==> src/rtl/hazard_ctrl_mc_if.sv <==
// Hazard-control bundle between the pipeline stage registers and hazard_ctrl_mc.
// The master side is the pipeline, which supplies the hazard inputs. The slave side is the controller.
interface hazard_ctrl_mc_if #(
    parameter int REG_AW = 5,
    parameter int CNT_W  = 32
);
    logic              ICacheMiss;
    logic              DCacheMiss;
    logic              MduBusyE;
    logic              BranchE;
    logic              JalrE;
    logic              JalD;
    logic [REG_AW-1:0] Rs1D;
    logic [REG_AW-1:0] Rs2D;
    logic [1:0]        RegReadD;
    logic [REG_AW-1:0] Rs1E;
    logic [REG_AW-1:0] Rs2E;
    logic [1:0]        RegReadE;
    logic [REG_AW-1:0] RdE;
    logic [REG_AW-1:0] RdM;
    logic [REG_AW-1:0] RdW;
    logic              MemToRegE;
    logic [2:0]        RegWriteM;
    logic [2:0]        RegWriteW;

    logic StallF, StallD, StallE, StallM, StallW;
    logic FlushF, FlushD, FlushE, FlushM, FlushW;
    logic [1:0]       Forward1E;
    logic [1:0]       Forward2E;
    logic             IMissCancel;
    logic [CNT_W-1:0] StallCycles;

    modport master (
        output ICacheMiss, DCacheMiss, MduBusyE, BranchE, JalrE, JalD,
               Rs1D, Rs2D, RegReadD, Rs1E, Rs2E, RegReadE,
               RdE, RdM, RdW, MemToRegE, RegWriteM, RegWriteW,
        input  StallF, StallD, StallE, StallM, StallW,
               FlushF, FlushD, FlushE, FlushM, FlushW,
               Forward1E, Forward2E, IMissCancel, StallCycles
    );

    modport slave (
        input  ICacheMiss, DCacheMiss, MduBusyE, BranchE, JalrE, JalD,
               Rs1D, Rs2D, RegReadD, Rs1E, Rs2E, RegReadE,
               RdE, RdM, RdW, MemToRegE, RegWriteM, RegWriteW,
        output StallF, StallD, StallE, StallM, StallW,
               FlushF, FlushD, FlushE, FlushM, FlushW,
               Forward1E, Forward2E, IMissCancel, StallCycles
    );
endinterface

==> src/rtl/hazard_ctrl_mc.sv <==
// Pipeline hazard controller for the 5-stage RV32I core: stalls, flushes and EX forwarding,
// with multi-cycle stall sources, multi-bubble load-use, post-reset flush and a stall counter.
module hazard_ctrl_mc #(
    parameter int REG_AW        = 5,
    parameter int LU_BUBBLES    = 1,
    parameter int RST_FLUSH_CYC = 2,
    parameter int CNT_W         = 32
) (
    input  logic            CPU_CLK,
    input  logic            CpuRstN,
    hazard_ctrl_mc_if.slave hz
);
    localparam int INIT_W = (RST_FLUSH_CYC > 1) ? $clog2(RST_FLUSH_CYC) : 1;
    localparam logic [INIT_W-1:0] INIT_LAST = INIT_W'(RST_FLUSH_CYC - 1);
    localparam logic [1:0] LU_LOAD = 2'(LU_BUBBLES - 1);

    typedef enum logic [1:0] {
        ST_INIT,
        ST_RUN,
        ST_LU_WAIT
    } state_t;

    state_t            state, next_state;
    logic [1:0]        lu_cnt, next_lu_cnt;
    logic [INIT_W-1:0] init_cnt, next_init_cnt;
    logic              imiss_cancel;
    logic [CNT_W-1:0]  stall_cycles;

    logic stall_f, stall_d, stall_e, stall_m;
    logic flush_f, flush_d, flush_e, flush_m, flush_w;
    logic redirect_hit;
    logic load_use;
    logic [1:0] fwd1, fwd2;

    assign load_use = hz.MemToRegE && (hz.RdE != '0) &&
                      ((hz.RegReadD[1] && (hz.RdE == hz.Rs1D)) ||
                       (hz.RegReadD[0] && (hz.RdE == hz.Rs2D)));

    always_ff @(posedge CPU_CLK or negedge CpuRstN) begin
        if (!CpuRstN) begin
            state    <= ST_INIT;
            lu_cnt   <= '0;
            init_cnt <= '0;
        end else begin
            state    <= next_state;
            lu_cnt   <= next_lu_cnt;
            init_cnt <= next_init_cnt;
        end
    end

    always_comb begin
        next_state    = state;
        next_lu_cnt   = lu_cnt;
        next_init_cnt = init_cnt;
        stall_f = 1'b0; stall_d = 1'b0; stall_e = 1'b0; stall_m = 1'b0;
        flush_f = 1'b0; flush_d = 1'b0; flush_e = 1'b0; flush_m = 1'b0; flush_w = 1'b0;
        redirect_hit = 1'b0;
        unique case (state)
            ST_INIT: begin
                {flush_f, flush_d, flush_e, flush_m, flush_w} = 5'b11111;
                if (init_cnt == INIT_LAST) next_state = ST_RUN;
                else                       next_init_cnt = init_cnt + 1'b1;
            end
            ST_LU_WAIT: begin
                // A D-miss freezes the bubble count so the load-use window resumes afterwards
                if (hz.DCacheMiss) begin
                    {stall_f, stall_d, stall_e, stall_m} = 4'b1111;
                    flush_w = 1'b1;
                end else begin
                    stall_f = 1'b1; stall_d = 1'b1; flush_e = 1'b1;
                    next_lu_cnt = lu_cnt - 2'd1;
                    if (lu_cnt == 2'd1) next_state = ST_RUN;
                end
            end
            ST_RUN: begin
                if (hz.DCacheMiss) begin
                    {stall_f, stall_d, stall_e, stall_m} = 4'b1111;
                    flush_w = 1'b1;
                end else if (hz.MduBusyE) begin
                    {stall_f, stall_d, stall_e} = 3'b111;
                    flush_m = 1'b1;
                end else if (hz.BranchE || hz.JalrE) begin
                    flush_f = 1'b1; flush_d = 1'b1;
                    redirect_hit = 1'b1;
                end else if (load_use) begin
                    stall_f = 1'b1; stall_d = 1'b1; flush_e = 1'b1;
                    if (LU_BUBBLES > 1) begin
                        next_state  = ST_LU_WAIT;
                        next_lu_cnt = LU_LOAD;
                    end
                end else if (hz.JalD) begin
                    flush_f = 1'b1;
                    redirect_hit = 1'b1;
                end else if (hz.ICacheMiss) begin
                    stall_f = 1'b1; flush_d = 1'b1;
                end
            end
            default: next_state = ST_INIT;
        endcase
    end

    // Forwarding ignores the FSM but is held at 00 while reset is asserted
    always_comb begin
        fwd1 = 2'b00;
        fwd2 = 2'b00;
        if (CpuRstN) begin
            if (hz.RegReadE[1] && (hz.RegWriteM != '0) && (hz.RdM != '0) && (hz.Rs1E == hz.RdM))
                fwd1 = 2'b10;
            else if (hz.RegReadE[1] && (hz.RegWriteW != '0) && (hz.RdW != '0) && (hz.Rs1E == hz.RdW))
                fwd1 = 2'b01;
            if (hz.RegReadE[0] && (hz.RegWriteM != '0) && (hz.RdM != '0) && (hz.Rs2E == hz.RdM))
                fwd2 = 2'b10;
            else if (hz.RegReadE[0] && (hz.RegWriteW != '0) && (hz.RdW != '0) && (hz.Rs2E == hz.RdW))
                fwd2 = 2'b01;
        end
    end

    always_ff @(posedge CPU_CLK or negedge CpuRstN) begin
        if (!CpuRstN) begin
            imiss_cancel <= 1'b0;
            stall_cycles <= '0;
        end else begin
            imiss_cancel <= redirect_hit && hz.ICacheMiss;
            if (stall_f && (state != ST_INIT) && (stall_cycles != '1))
                stall_cycles <= stall_cycles + 1'b1;
        end
    end

    assign hz.StallF      = stall_f;
    assign hz.StallD      = stall_d;
    assign hz.StallE      = stall_e;
    assign hz.StallM      = stall_m;
    assign hz.StallW      = 1'b0;
    assign hz.FlushF      = flush_f;
    assign hz.FlushD      = flush_d;
    assign hz.FlushE      = flush_e;
    assign hz.FlushM      = flush_m;
    assign hz.FlushW      = flush_w;
    assign hz.Forward1E   = fwd1;
    assign hz.Forward2E   = fwd2;
    assign hz.IMissCancel = imiss_cancel;
    assign hz.StallCycles = stall_cycles;
endmodule

==> src/flat_wrapper.sv <==
// flat-port wrapper written by rule: the top's interface ports become plain ports
module hazard_ctrl_mc_flat 
#(
    parameter int REG_AW        = 5,
    parameter int LU_BUBBLES    = 1,
    parameter int RST_FLUSH_CYC = 2,
    parameter int CNT_W         = 32
)
  (CPU_CLK, CpuRstN, hz_ICacheMiss, hz_DCacheMiss, hz_MduBusyE, hz_BranchE, hz_JalrE, hz_JalD, hz_Rs1D, hz_Rs2D, hz_RegReadD, hz_Rs1E, hz_Rs2E, hz_RegReadE, hz_RdE, hz_RdM, hz_RdW, hz_MemToRegE, hz_RegWriteM, hz_RegWriteW, hz_StallF, hz_StallD, hz_StallE, hz_StallM, hz_StallW, hz_FlushF, hz_FlushD, hz_FlushE, hz_FlushM, hz_FlushW, hz_Forward1E, hz_Forward2E, hz_IMissCancel, hz_StallCycles);
  hazard_ctrl_mc_if #(.REG_AW(REG_AW), .CNT_W(CNT_W)) hz_i ();
  input  logic CPU_CLK;
  input  logic CpuRstN;
  input wire logic [$bits(hz_i.ICacheMiss)-1:0] hz_ICacheMiss;
  input wire logic [$bits(hz_i.DCacheMiss)-1:0] hz_DCacheMiss;
  input wire logic [$bits(hz_i.MduBusyE)-1:0] hz_MduBusyE;
  input wire logic [$bits(hz_i.BranchE)-1:0] hz_BranchE;
  input wire logic [$bits(hz_i.JalrE)-1:0] hz_JalrE;
  input wire logic [$bits(hz_i.JalD)-1:0] hz_JalD;
  input wire logic [$bits(hz_i.Rs1D)-1:0] hz_Rs1D;
  input wire logic [$bits(hz_i.Rs2D)-1:0] hz_Rs2D;
  input wire logic [$bits(hz_i.RegReadD)-1:0] hz_RegReadD;
  input wire logic [$bits(hz_i.Rs1E)-1:0] hz_Rs1E;
  input wire logic [$bits(hz_i.Rs2E)-1:0] hz_Rs2E;
  input wire logic [$bits(hz_i.RegReadE)-1:0] hz_RegReadE;
  input wire logic [$bits(hz_i.RdE)-1:0] hz_RdE;
  input wire logic [$bits(hz_i.RdM)-1:0] hz_RdM;
  input wire logic [$bits(hz_i.RdW)-1:0] hz_RdW;
  input wire logic [$bits(hz_i.MemToRegE)-1:0] hz_MemToRegE;
  input wire logic [$bits(hz_i.RegWriteM)-1:0] hz_RegWriteM;
  input wire logic [$bits(hz_i.RegWriteW)-1:0] hz_RegWriteW;
  output wire logic [$bits(hz_i.StallF)-1:0] hz_StallF;
  output wire logic [$bits(hz_i.StallD)-1:0] hz_StallD;
  output wire logic [$bits(hz_i.StallE)-1:0] hz_StallE;
  output wire logic [$bits(hz_i.StallM)-1:0] hz_StallM;
  output wire logic [$bits(hz_i.StallW)-1:0] hz_StallW;
  output wire logic [$bits(hz_i.FlushF)-1:0] hz_FlushF;
  output wire logic [$bits(hz_i.FlushD)-1:0] hz_FlushD;
  output wire logic [$bits(hz_i.FlushE)-1:0] hz_FlushE;
  output wire logic [$bits(hz_i.FlushM)-1:0] hz_FlushM;
  output wire logic [$bits(hz_i.FlushW)-1:0] hz_FlushW;
  output wire logic [$bits(hz_i.Forward1E)-1:0] hz_Forward1E;
  output wire logic [$bits(hz_i.Forward2E)-1:0] hz_Forward2E;
  output wire logic [$bits(hz_i.IMissCancel)-1:0] hz_IMissCancel;
  output wire logic [$bits(hz_i.StallCycles)-1:0] hz_StallCycles;
  assign hz_i.ICacheMiss = hz_ICacheMiss;
  assign hz_i.DCacheMiss = hz_DCacheMiss;
  assign hz_i.MduBusyE = hz_MduBusyE;
  assign hz_i.BranchE = hz_BranchE;
  assign hz_i.JalrE = hz_JalrE;
  assign hz_i.JalD = hz_JalD;
  assign hz_i.Rs1D = hz_Rs1D;
  assign hz_i.Rs2D = hz_Rs2D;
  assign hz_i.RegReadD = hz_RegReadD;
  assign hz_i.Rs1E = hz_Rs1E;
  assign hz_i.Rs2E = hz_Rs2E;
  assign hz_i.RegReadE = hz_RegReadE;
  assign hz_i.RdE = hz_RdE;
  assign hz_i.RdM = hz_RdM;
  assign hz_i.RdW = hz_RdW;
  assign hz_i.MemToRegE = hz_MemToRegE;
  assign hz_i.RegWriteM = hz_RegWriteM;
  assign hz_i.RegWriteW = hz_RegWriteW;
  assign hz_StallF = hz_i.StallF;
  assign hz_StallD = hz_i.StallD;
  assign hz_StallE = hz_i.StallE;
  assign hz_StallM = hz_i.StallM;
  assign hz_StallW = hz_i.StallW;
  assign hz_FlushF = hz_i.FlushF;
  assign hz_FlushD = hz_i.FlushD;
  assign hz_FlushE = hz_i.FlushE;
  assign hz_FlushM = hz_i.FlushM;
  assign hz_FlushW = hz_i.FlushW;
  assign hz_Forward1E = hz_i.Forward1E;
  assign hz_Forward2E = hz_i.Forward2E;
  assign hz_IMissCancel = hz_i.IMissCancel;
  assign hz_StallCycles = hz_i.StallCycles;
  hazard_ctrl_mc #(.REG_AW(REG_AW), .LU_BUBBLES(LU_BUBBLES), .RST_FLUSH_CYC(RST_FLUSH_CYC), .CNT_W(CNT_W)) u_core (.CPU_CLK(CPU_CLK), .CpuRstN(CpuRstN), .hz(hz_i));
endmodule
==> config.mk <==
export PLATFORM = sky130hd
export DESIGN_NAME = hazard_ctrl_mc_flat
export DESIGN_NICKNAME = d
export VERILOG_FILES = /design/src/rtl/hazard_ctrl_mc_if.sv /design/src/rtl/hazard_ctrl_mc.sv /design/src/flat_wrapper.sv
export SDC_FILE = /design/constraint.sdc
export NUM_CORES = 1
export LEC_CHECK = 0
export BUFFER_PORTS_ARGS = -buffer_cell sky130_fd_sc_hd__buf_2
export CAP_MARGIN = 0
export CORE_MARGIN = 5
export CORE_UTILIZATION = 47
export CTS_CLUSTER_SIZE = 25
export DETAILED_ROUTE_END_ITERATION = 8
export GPL_TIMING_DRIVEN = 0
export PLACE_DENSITY = 0.77
export SLEW_MARGIN = 10
export SYNTH_ARGS = -nofsm -noshare
export SYNTH_HDL_FRONTEND = slang
export SYNTH_SLANG_ARGS = --single-unit
==> constraint.sdc <==
create_clock -name CPU_CLK -period 2.6 [get_ports CPU_CLK]
set_input_delay 0.13 -clock CPU_CLK [delete_from_list [all_inputs] [get_ports CPU_CLK]]
set_output_delay 0.13 -clock CPU_CLK [all_outputs]
set_load 0.02 [all_outputs]
==> results of run 1 <==
-- what timing repair did --
action / CTS / global route
hold buffers: 1 / 0
hold endpoints to repair: 35 / 0
setup endpoints to repair: 0 / 0
-- cells in the mapped netlist (all sizes together), types with 2 or more instances --
master | instances | share of area, %
buf | 8 | 2.2
inv | 2 | 0.33
nor4b | 3 | 1.4
nor2 | 5 | 0.94
nor2b | 2 | 0.55
nand3 | 14 | 3.7
nor3 | 20 | 4.9
dfrtp | 35 | 39
nor4 | 14 | 4.2
and2 | 6 | 1.7
nor3b | 2 | 0.67
and3 | 2 | 0.55
xor2 | 38 | 15
o21ai | 4 | 1.1
nand4 | 10 | 3.4
xnor2 | 23 | 8.9
and4 | 4 | 1.6
or3 | 3 | 0.83
nand2 | 20 | 3.3
or2 | 2 | 0.55
nand2b | 2 | 0.55
-- cells by family after synthesis --
| family | count (synthesis) |
|---|---|
| compound gates | 12 |
| xor+xnor | 61 |
| fa+ha+maj | 1 |
| buf+inv | 11 |
| flops | 35 |
| mux | 1 |
| other cells | 1 |
| simple gates | 110 |
-- flip-flops by register name, summed over array words and instances, names as in the netlist --
name and flops:
u_core.state 1, u_core.hz.StallCycles 32, u_core.init_cnt 1, u_core.hz.IMissCancel 1
-- through the flow --
stage	power (W)	std cells
after detailed placement	0.00140	385
after floorplan	0.00116	232
after CTS	0.00191	394
final	0.00189	394
after global routing	0.00200	394
after global placement	0.00139	385
-- worst max path at each step --
| stage | start | endpoint | depth (start not counted) |
|---|---|---|---|
| floorplan | u_core.hz.StallCycles[0]$_DFFE_PN0P_ | u_core.hz.StallCycles[1]$_DFFE_PN0P_ | 8 |
| global placement | u_core.hz.StallCycles[0]$_DFFE_PN0P_ | u_core.hz.StallCycles[1]$_DFFE_PN0P_ | 8 |
| detailed placement | u_core.hz.StallCycles[0]$_DFFE_PN0P_ | u_core.hz.StallCycles[1]$_DFFE_PN0P_ | 8 |
| CTS | CpuRstN | hz_Forward1E[0] | 5 |
| global route | CpuRstN | hz_Forward2E[0] | 5 |
| finish | CpuRstN | hz_Forward1E[0] | 5 |
-- report_power, final --
part	leakage (nW)	switching [W]	internal, W
registers	0.376	0.000139	0.000645
clock network	0.0612	0.000195	0.000310
logic	0.854	0.000350	0.000250
-- area by class of cell --
cell class,count,area [um2]
Multi-Input combinational cell,186,1320
Sequential cell,35,876
Buffer,9,52.6
Clock inverter,2,35.0
Tap cell,54,67.6
Fill cell,406,1750
Clock buffer,6,82.6
Inverter,2,7.51
Timing Repair Buffer,100,505
-- per-layer routing --
metal  track usage (%)  vias up  routed length [um]
met5                 0        -                   0
met4              2.58        0                  12
met3              5.78        2                 426
met2              32.1       67                2800
met1              24.8      982                2430
li1                  -     1044                   -
-- critical path, cell delays in order --
cell and delay [ns]:
dlygate4sd3_1 0.52, buf_2 0.62, o311ai_0 0.33, nor3_1 0.23, buf_2 0.19
==> out/qor.txt, run 1 <==
Synth Area in XOR/XNOR -> 23.7%
CTS H-Tree Depth -> 2
largest family of logic cells by synthesized area -> simple AND/OR/NAND/NOR gates
critical path peak fanout -> 38
post-synthesis compound-gate area fraction -> 4.27%
Fin. Hold Viols -> 0
Worst setup EP type -> primary output
leakage -> 1.29 nW
die height -> 79.3 um
Worst Hold Path EP -> u_core.hz.IMissCancel$_DFF_PN0_
Chip Width -> 79.3 um
sequential-to-total area share from yosys stat -> 38.8%
DRT Wirelength -> 5670 um
P per Cell Area -> 641 nW/um2
drt drc -> 0
most frequent cells in the layout -> 105 x buf_2, 38 x xor2_1, 35 x dfrtp_1
Max Cap Violations -> 0
post-route cell area -> 2950 um2
setup slack, reg-to-reg -> 0.51 ns
R2R Path End -> u_core.hz.StallCycles[1]$_DFFE_PN0P_
core area -> 4690 um2
clock sink count -> 35
Netlist cell types -> 43
share of layout cells above drive strength 1 -> 37.4%
multiplexer share of the synthesized area -> 0.666%
I/O pins -> 101
GPL Wtd Cong -> 0.818
Req. time, crit path -> 2.47 ns
first-pass GRT wire length -> 9740 um
Routed WL per cell -> 14.4 um
Final ANT Viol Nets -> 0
vias in the first global route -> 2122
NumNets Final -> 394
minimum clock period -> 2.16 ns
First-pass DRT Iterations -> 4
via count -> 2095
Starting Density -> 48.1%
worst skew pair latency -> 0.29 ns
Post-synth EDFFs -> 0
Place WS -> 0.495 ns
total CTS buffers -> 5
setup TNS -> 0 ns
Async S/R FF share, synth -> 100%
WHS -> 0.107 ns
Mapped Area -> 2260 um2
Main synth FF type -> dfrtp_1
Yosys warnings -> 0
CTS max path bufs -> 2
Worst Hold Class -> in -> reg
CP Data Arrival Time -> 2.03 ns
GRT Overall Usage -> 19.1%
DP HPWL -> 4470 um
FMAX -> 464 MHz
vias per cell -> 5.32
Std-Cell Rows -> 25
Post-Syn Instances -> 232
Simple-Gate Fraction of Synth Area -> 29.2%
status -> complete, no violations
Worst R2R Path Depth -> 8
slew margin rel. -> 47.7%
period utilization -> 83.0%
worst hold stages -> 3
postcts setup bufs -> 0
syn_area_per_cell -> 9.72 um2
area grow syn2layout -> 30.6%
die area -> 6290 um2
RSZ-0062 raised after global routing -> false
Root Buffer -> clkbuf_8
Worst setup SP type -> primary input
post-route worst setup slack -> 0.443 ns
antenna cell count -> 0
post_cts resized -> 0
Crit Path Class -> in -> out
port bufs -> 99
antenna violations before repair -> 0
Remaining Overflow, GRT -> 0
clk slew on worst S/H paths -> 0.07 ns
Slew @ Worst Pin -> 0.785 ns
final setup vio count -> 0
final core occ -> 62.8%
Final Max Slew Viols -> 0
largest net degree at the start of global routing -> 39
synthesized net count -> 287
CTS tree -> done
commonest non-fill, non-tap cell in the layout -> buf_2
Starting DRT DRC Count -> 80
worst r2r src -> u_core.hz.StallCycles[0]$_DFFE_PN0P_
hold path startpoint -> hz_ICacheMiss
Synth Register Bits -> 35
adder-cell share of the synthesized area -> 0.555%
clk_skew -> 0.00774 ns
Placed Area -> 2820 um2
maximum vdd ir drop -> 0.489 mV
(Power assumes the default switching activity.)
==> run 2: changes to the inputs <==
Settings changed: ABC_AREA from default to 1, CORE_UTILIZATION 47 to 46, PLACE_DENSITY 0.77 to 0.75.
Clock period 2.6 ns to 1.8 ns, I/O delays scaled along.
==> out/qor.txt, run 2 <==
status -> complete, no violations
clk slew on worst S/H paths -> 0.07 ns (about the same)
synthesized net count -> 498 (+74%)
total CTS buffers -> 5 (unchanged)
Netlist cell types -> 30 (-30%)
period utilization -> 98.6%
leakage -> 2.10 nW (+63%)
Final Max Slew Viols -> 0 (unchanged)
post-route worst setup slack -> 0.0253 ns (-0.418 ns)
GPL Wtd Cong -> 0.962 (+18%)
total chip power -> 0.00226 W (+19%)
FMAX -> 563 MHz
DP HPWL -> 6610 um (+48%)
NumNets Final -> 615 (+56%)
die height -> 88.5 um (+12%)
maximum vdd ir drop -> 0.565 mV (+16%)
Placed Area -> 3420 um2 (+21%)
Starting DRT DRC Count -> 218 (+170%)
Crit Path Class -> reg -> reg
final core occ -> 62.4% (-0.43 points)
Place WS -> -0.188 ns (-0.683 ns)
sequential-to-total area share from yosys stat -> 30.9% (-7.9 points)
Worst setup SP type -> flop
fillers -> 582 (+43%)
Starting Density -> 47.5% (-0.54 points)
Mapped Area -> 2830 um2 (+26%)
Final ANT Viol Nets -> 0 (unchanged)
antenna cell count -> 0 (unchanged)
vias per cell -> 5.18 (-2.5%)
Fin. Hold Viols -> 0 (unchanged)
share of layout cells above drive strength 1 -> 27.5% (-9.9 points)
Std-Cell Rows -> 28 (+12%)
minimum clock period -> 1.77 ns
Max Cap Violations -> 0 (unchanged)
drt drc -> 0 (unchanged)
Synth Register Bits -> 35 (unchanged)
setup slack, reg-to-reg -> 0.03 ns (-0.48 ns)
via count -> 3296 (+57%)
critical path peak fanout -> 4 (-89%)
worst skew pair latency -> 0.29 ns (about the same)
final setup vio count -> 0 (unchanged)
first-pass GRT wire length -> 14000 um (+43%)
I/O pins -> 101 (unchanged)
Remaining Overflow, GRT -> 0 (unchanged)
DRT Wirelength -> 8660 um (+53%)
commonest cells in the netlist -> 155 x nand2_1, 50 x nand3_1, 50 x nor2_1
CTS H-Tree Depth -> 2 (unchanged)
commonest non-fill, non-tap cell in the layout -> nand2_1
die area -> 7820 um2 (+24%)
Yosys warnings -> 0 (unchanged)
Routed WL per cell -> 13.6 um (-5.3%)
Worst Hold Class -> in -> reg
Chip Width -> 88.5 um (+12%)
setup TNS -> 0 ns (unchanged)
Main synth FF type -> dfrtp_1
post-route cell area -> 3710 um2 (+26%)
CTS tree -> done
core area -> 5960 um2 (+27%)
Worst setup EP type -> flop
clock sink count -> 35 (unchanged)
most common cell in the netlist -> nand2_1
area grow syn2layout -> 31.2%
ranking of synthesized cells by area -> dfrtp_1 31%, nand2_1 21%, nand3_1 8.8%
Async S/R FF share, synth -> 100% (unchanged)
top-area cell type share of the netlist area -> 30.9% (-7.9 points)
port bufs -> 99 (unchanged)
CTS max path bufs -> 2 (unchanged)
CP Data Arrival Time -> 2.01 ns (-0.02 ns)
post-synth top area cell -> dfrtp_1
GRT Overall Usage -> 22.6% (+3.5 points)
clk_skew -> 0.00400 ns (-0.00373 ns)
vias in the first global route -> 3081 (+45%)
P per Cell Area -> 607 nW/um2 (-5.3%)
antenna violations before repair -> 0 (unchanged)
Root Buffer -> clkbuf_8
Post-Syn Instances -> 443 (+91%)
Largest register FFs -> 32 (unchanged)
Req. time, crit path -> 2.03 ns (-0.44 ns)
Post-synth EDFFs -> 0 (unchanged)
largest net degree at the start of global routing -> 39 (unchanged)
most frequent cells in the layout -> 154 x nand2_1, 102 x buf_2, 49 x nand3_1
First-pass DRT Iterations -> 5 (+1)
syn_area_per_cell -> 6.39 um2 (-34%)
run 2: cell types whose count changed in the layout (fill, tap and decap cells not counted), moves of 8 or more:
cell     delta
inv_1      +43
buf_4      +11
nand2_1   +134
xor2_1     -18
nor2_1     +42
nand3_1    +36
nor4_1     -10
xnor2_1     -8
run 2: logic make-up (layout without fill, tap and decap cells):
| group | Yosys count | count (layout) | synth area share, % |
|---|---|---|---|
| compound gates | 18 | 18 | 4.29 |
| simple gates | 295 | 295 | 45.0 |
| other cells | 1 | 1 | 0.132 |
| xor+xnor | 35 | 35 | 10.8 |
| buf+inv | 58 | 176 | 8.40 |
| flops | 35 | 35 | 30.9 |
| fa+ha+maj | 1 | 1 | 0.442 |
run 2: worst paths after layout:
| kind | startpoint | to | depth (start not counted) |
|---|---|---|---|
| worst max register to register | u_core.hz.StallCycles[1]$_DFFE_PN0P_ | u_core.hz.StallCycles[29]$_DFFE_PN0P_ | 8 |
| worst min-delay path | hz_ICacheMiss | u_core.hz.IMissCancel$_DFF_PN0_ | 3 |
| worst min register to register | u_core.init_cnt$_DFFE_PN0N_ | u_core.init_cnt$_DFFE_PN0N_ | 2 |
| max in group asynchronous | CpuRstN | u_core.hz.StallCycles[5]$_DFFE_PN0P_ | 3 |
| min in group asynchronous | CpuRstN | u_core.hz.StallCycles[31]$_DFFE_PN0P_ | 3 |
| worst max-delay path | u_core.hz.StallCycles[1]$_DFFE_PN0P_ | u_core.hz.StallCycles[29]$_DFFE_PN0P_ | 8 |
run 2: area by class of cell:
| cell class | instances | area (um2) | share of cell area (%) |
|---|---|---|---|
| Buffer | 11 | 80.1 | 2.16 |
| Clock buffer | 7 | 76.3 | 2.05 |
| Clock inverter | 1 | 5.00 | 0.135 |
| Inverter | 46 | 173 | 4.65 |
| Multi-Input combinational cell | 350 | 1800 | 48.3 |
| Sequential cell | 35 | 885 | 23.8 |
| Tap cell | 75 | 93.8 | 2.53 |
| Timing Repair Buffer | 111 | 607 | 16.3 |
run 2: metrics by stage:
step / hold slack, ns / cells
6_report: 0.0359 / 636
3_5_place_dp: 0.247 / 617
2_1_floorplan: -0.206 / 443
3_3_place_gp: 0.220 / 617
4_1_cts: -0.0667 / 631
5_1_grt: 0.0421 / 636
run 2: power by group:
| group | internal, W | leakage [nW] | switching, W |
|---|---|---|---|
| Sequential | 0.000852 | 0.459 | 0.000101 |
| Combinational | 0.000313 | 1.60 | 0.000427 |
| Clock | 0.000272 | 0.0422 | 0.000292 |
run 2: worst max-delay path, cell delays in order, from the launching register on:
cell     delay (ns)
dfrtp_1        0.42
buf_4          0.15
nand3_2        0.17
nor2_4         0.19
nand3_1        0.15
nor3_1         0.28
xor2_1         0.17
nand3_1        0.09
nand2_1        0.08
run 2: layer usage:
metal  vias up  track usage (%)  share of wire (%)
met5         -                0                  0
met4         0             5.77                1.6
met3        15             3.26                5.4
met2       111             38.4                 49
met1      1517             30.2                 44
li1       1653                -                  -
run 2: repair_timing:
action,in CTS,in global routing
pin swaps,2,3
buffers inserted,6,4
hold endpoints to repair,35,35
endpoints found under the setup margin,32,34
gates resized for setup,6,29
==> run 3: changes to the inputs <==
Settings changed: REMOVE_ABC_BUFFERS from default to 1.
==> out/qor.txt, run 3 (same netlist as run 2, synthesis figures left out) <==
Combinational Power Share -> 31.1% (-1.7 points)
uppermost routed layer -> met4
RSZ-0062 raised after global routing -> true
final setup vio count -> 0 (unchanged)
largest net degree at the start of global routing -> 39 (unchanged)
critical path peak fanout -> 8 (+4)
DP HPWL -> 6110 um (-7.6%)
total CTS buffers -> 5 (unchanged)
DRT Wirelength -> 8870 um (+2.4%)
GRT Overall Usage -> 22.0% (-0.60 points)
FMAX -> 575 MHz (+2.0%)
CTS max path bufs -> 2 (unchanged)
violated checks -> negative hold slack
clk_skew -> 0.00606 ns (+0.00205 ns)
area grow syn2layout -> 36.2%
Int Pwr -> 0.00160 W (+11%)
Final Max Slew Viols -> 0 (unchanged)
M1 wire length -> 3870 um (+0.89%)
placed insts -> 605 (-1.9%)
Root Buffer -> clkbuf_8
WHS -> -0.104 ns (-0.140 ns)
antenna cell count -> 0 (unchanged)
drt drc -> 0 (unchanged)
I/O pins -> 101 (unchanged)
maximum vdd ir drop -> 0.550 mV (-2.7%)
core area -> 5960 um2 (unchanged)
slew margin rel. -> 45.6%
status -> finished, violations left
share of layout cells above drive strength 1 -> 29.7% (+2.3 points)
minimum clock period -> 1.74 ns (-0.0348 ns)
Routed WL per cell -> 14.0 um (+2.9%)
vias per cell -> 5.26 (+1.6%)
Std-Cell Rows -> 28 (unchanged)
Place WS -> -1.11 ns (-0.922 ns)
setup TNS -> 0 ns (unchanged)
worst skew pair latency -> 0.29 ns (about the same)
Starting Density -> 47.5% (unchanged)
Crit Path Class -> reg -> reg
Req. time, crit path -> 1.97 ns (-0.06 ns)
Final ANT Viol Nets -> 0 (unchanged)
Worst setup EP type -> flop
commonest non-fill, non-tap cell in the layout -> nand2_1
clk slew on worst S/H paths -> 0.07 ns (about the same)
P_sw -> 0.000814 W (-0.69%)
clock sink count -> 35 (unchanged)
CP Data Arrival Time -> 1.91 ns (-0.10 ns)
antenna violations before repair -> 0 (unchanged)
routed wl met2 -> 4280 um (+1.2%)
most frequent cells in the layout -> 152 x nand2_1, 99 x buf_2, 44 x inv_1, 44 x nor2_1, 43 x nand3_1
via count -> 3332 (+1.1%)
leakage -> 2.16 nW (+2.7%)
first-pass GRT wire length -> 13800 um (-1.0%)
CTS tree -> done
Max Cap Violations -> 0 (unchanged)
Clock power frac -> 30.5% (+5.5 points)
sw frac -> 33.7% (-2.6 points)
die height -> 88.5 um (unchanged)
post-route worst setup slack -> 0.0601 ns (+0.0348 ns)
P per Cell Area -> 626 nW/um2 (+3.1%)
Reg power frac -> 38.4% (-3.8 points)
Fin. Hold Viols -> 35 (+35)
total chip power -> 0.00241 W (+7.0%)
Post-Layout Cell Count -> 633 (-0.47%)
Starting DRT DRC Count -> 221 (+1.4%)
period utilization -> 96.7% (-1.9 points)
die area -> 7820 um2 (unchanged)
NumNets Final -> 612 (-0.49%)
Largest register FFs -> 32 (unchanged)
CTS H-Tree Depth -> 2 (unchanged)
Worst setup SP type -> flop
Chip Width -> 88.5 um (unchanged)
port bufs -> 99 (unchanged)
Remaining Overflow, GRT -> 0 (unchanged)
GPL Wtd Cong -> 0.953 (-1.0%)
metal3 WL -> 642 um (+38%)
vias in the first global route -> 3022 (-1.9%)
First-pass DRT Iterations -> 5 (unchanged)
Worst Hold Class -> in -> async
Slew @ Worst Pin -> 0.816 ns
[run 3: cell types whose count changed in the layout (fill, tap and decap cells not counted), moves of 3 or more]
cell | previous run | this run
nand3_1 | 49 | 43
nand3_2 | 2 | 8
buf_2 | 102 | 99
buf_6 | 4 | 1
clkbuf_1 | 3 | 0
nand2_8 | 0 | 3
nor2_4 | 1 | 4
[run 3: critical path, stage by stage (launching register included)]
cell and delay, ns:
dfrtp_1 0.37, ha_2 0.22, nand2_4 0.07, inv_4 0.06
nand2_4 0.05, nor4_4 0.12, buf_4 0.18, nand4_2 0.30
nand3_1 0.19, nand2_1 0.06
[run 3: per-stage QoR]
step / utilization (%) / area (um2)
3_3_place_gp: 56.3 / 3360
6_report: 64.7 / 3860
4_1_cts: 61.6 / 3670
3_5_place_dp: 56.3 / 3360
2_1_floorplan: - / 2770
5_1_grt: 64.7 / 3860
[run 3: per-layer routing]
metal / track usage [%] / vias to the layer above
met5: 0 / -
met4: 4.40 / 0
met3: 3.63 / 11
met2: 37.0 / 138
met1: 30.0 / 1525
li1: - / 1658
[run 3: worst paths after layout]
check | from | endpoint | slack (ns) | depth (start not counted)
worst min register to register | u_core.init_cnt$_DFFE_PN0N_ | u_core.init_cnt$_DFFE_PN0N_ | 0.45 | 2
max in group asynchronous | CpuRstN | u_core.hz.StallCycles[2]$_DFFE_PN0P_ | 1.34 | 1
min in group CPU_CLK | hz_ICacheMiss | u_core.hz.IMissCancel$_DFF_PN0_ | 0.04 | 3
worst max-delay path | u_core.hz.StallCycles[0]$_DFFE_PN0P_ | u_core.hz.StallCycles[19]$_DFFE_PN0P_ | 0.06 | 9
worst min-delay path | CpuRstN | u_core.hz.StallCycles[23]$_DFFE_PN0P_ | -0.10 | 1
worst max register to register | u_core.hz.StallCycles[0]$_DFFE_PN0P_ | u_core.hz.StallCycles[19]$_DFFE_PN0P_ | 0.06 | 9
[run 3: what timing repair did]
action                                 CTS  global route
gates cloned                             2             2
endpoints found under the hold margin   35            35
setup buffers                           12             4
pin swaps                               10            14
resized for setup                       17            28
setup endpoints to repair               32            33
[run 3: cell type report]
class,instances,area (um2)
Fill cell,542,2100
Multi-Input combinational cell,354,1940
Clock inverter,2,35.0
Inverter,46,175
Timing Repair Buffer,115,644
Sequential cell,35,882
Clock buffer,6,82.6
Tap cell,75,93.8
[run 3: power by group through the flow]
| stage | clock network [W] | logic, W | registers (W) |
|---|---|---|---|
| 2_1_floorplan | 0 | 0.000291 | 0.00101 |
| 3_3_place_gp | 0 | 0.000572 | 0.000953 |
| 3_5_place_dp | 0 | 0.000584 | 0.000952 |
| 4_1_cts | 0.000751 | 0.000710 | 0.000918 |
| 5_1_grt | 0.000787 | 0.000830 | 0.000939 |
| 6_report | 0.000736 | 0.000752 | 0.000927 |
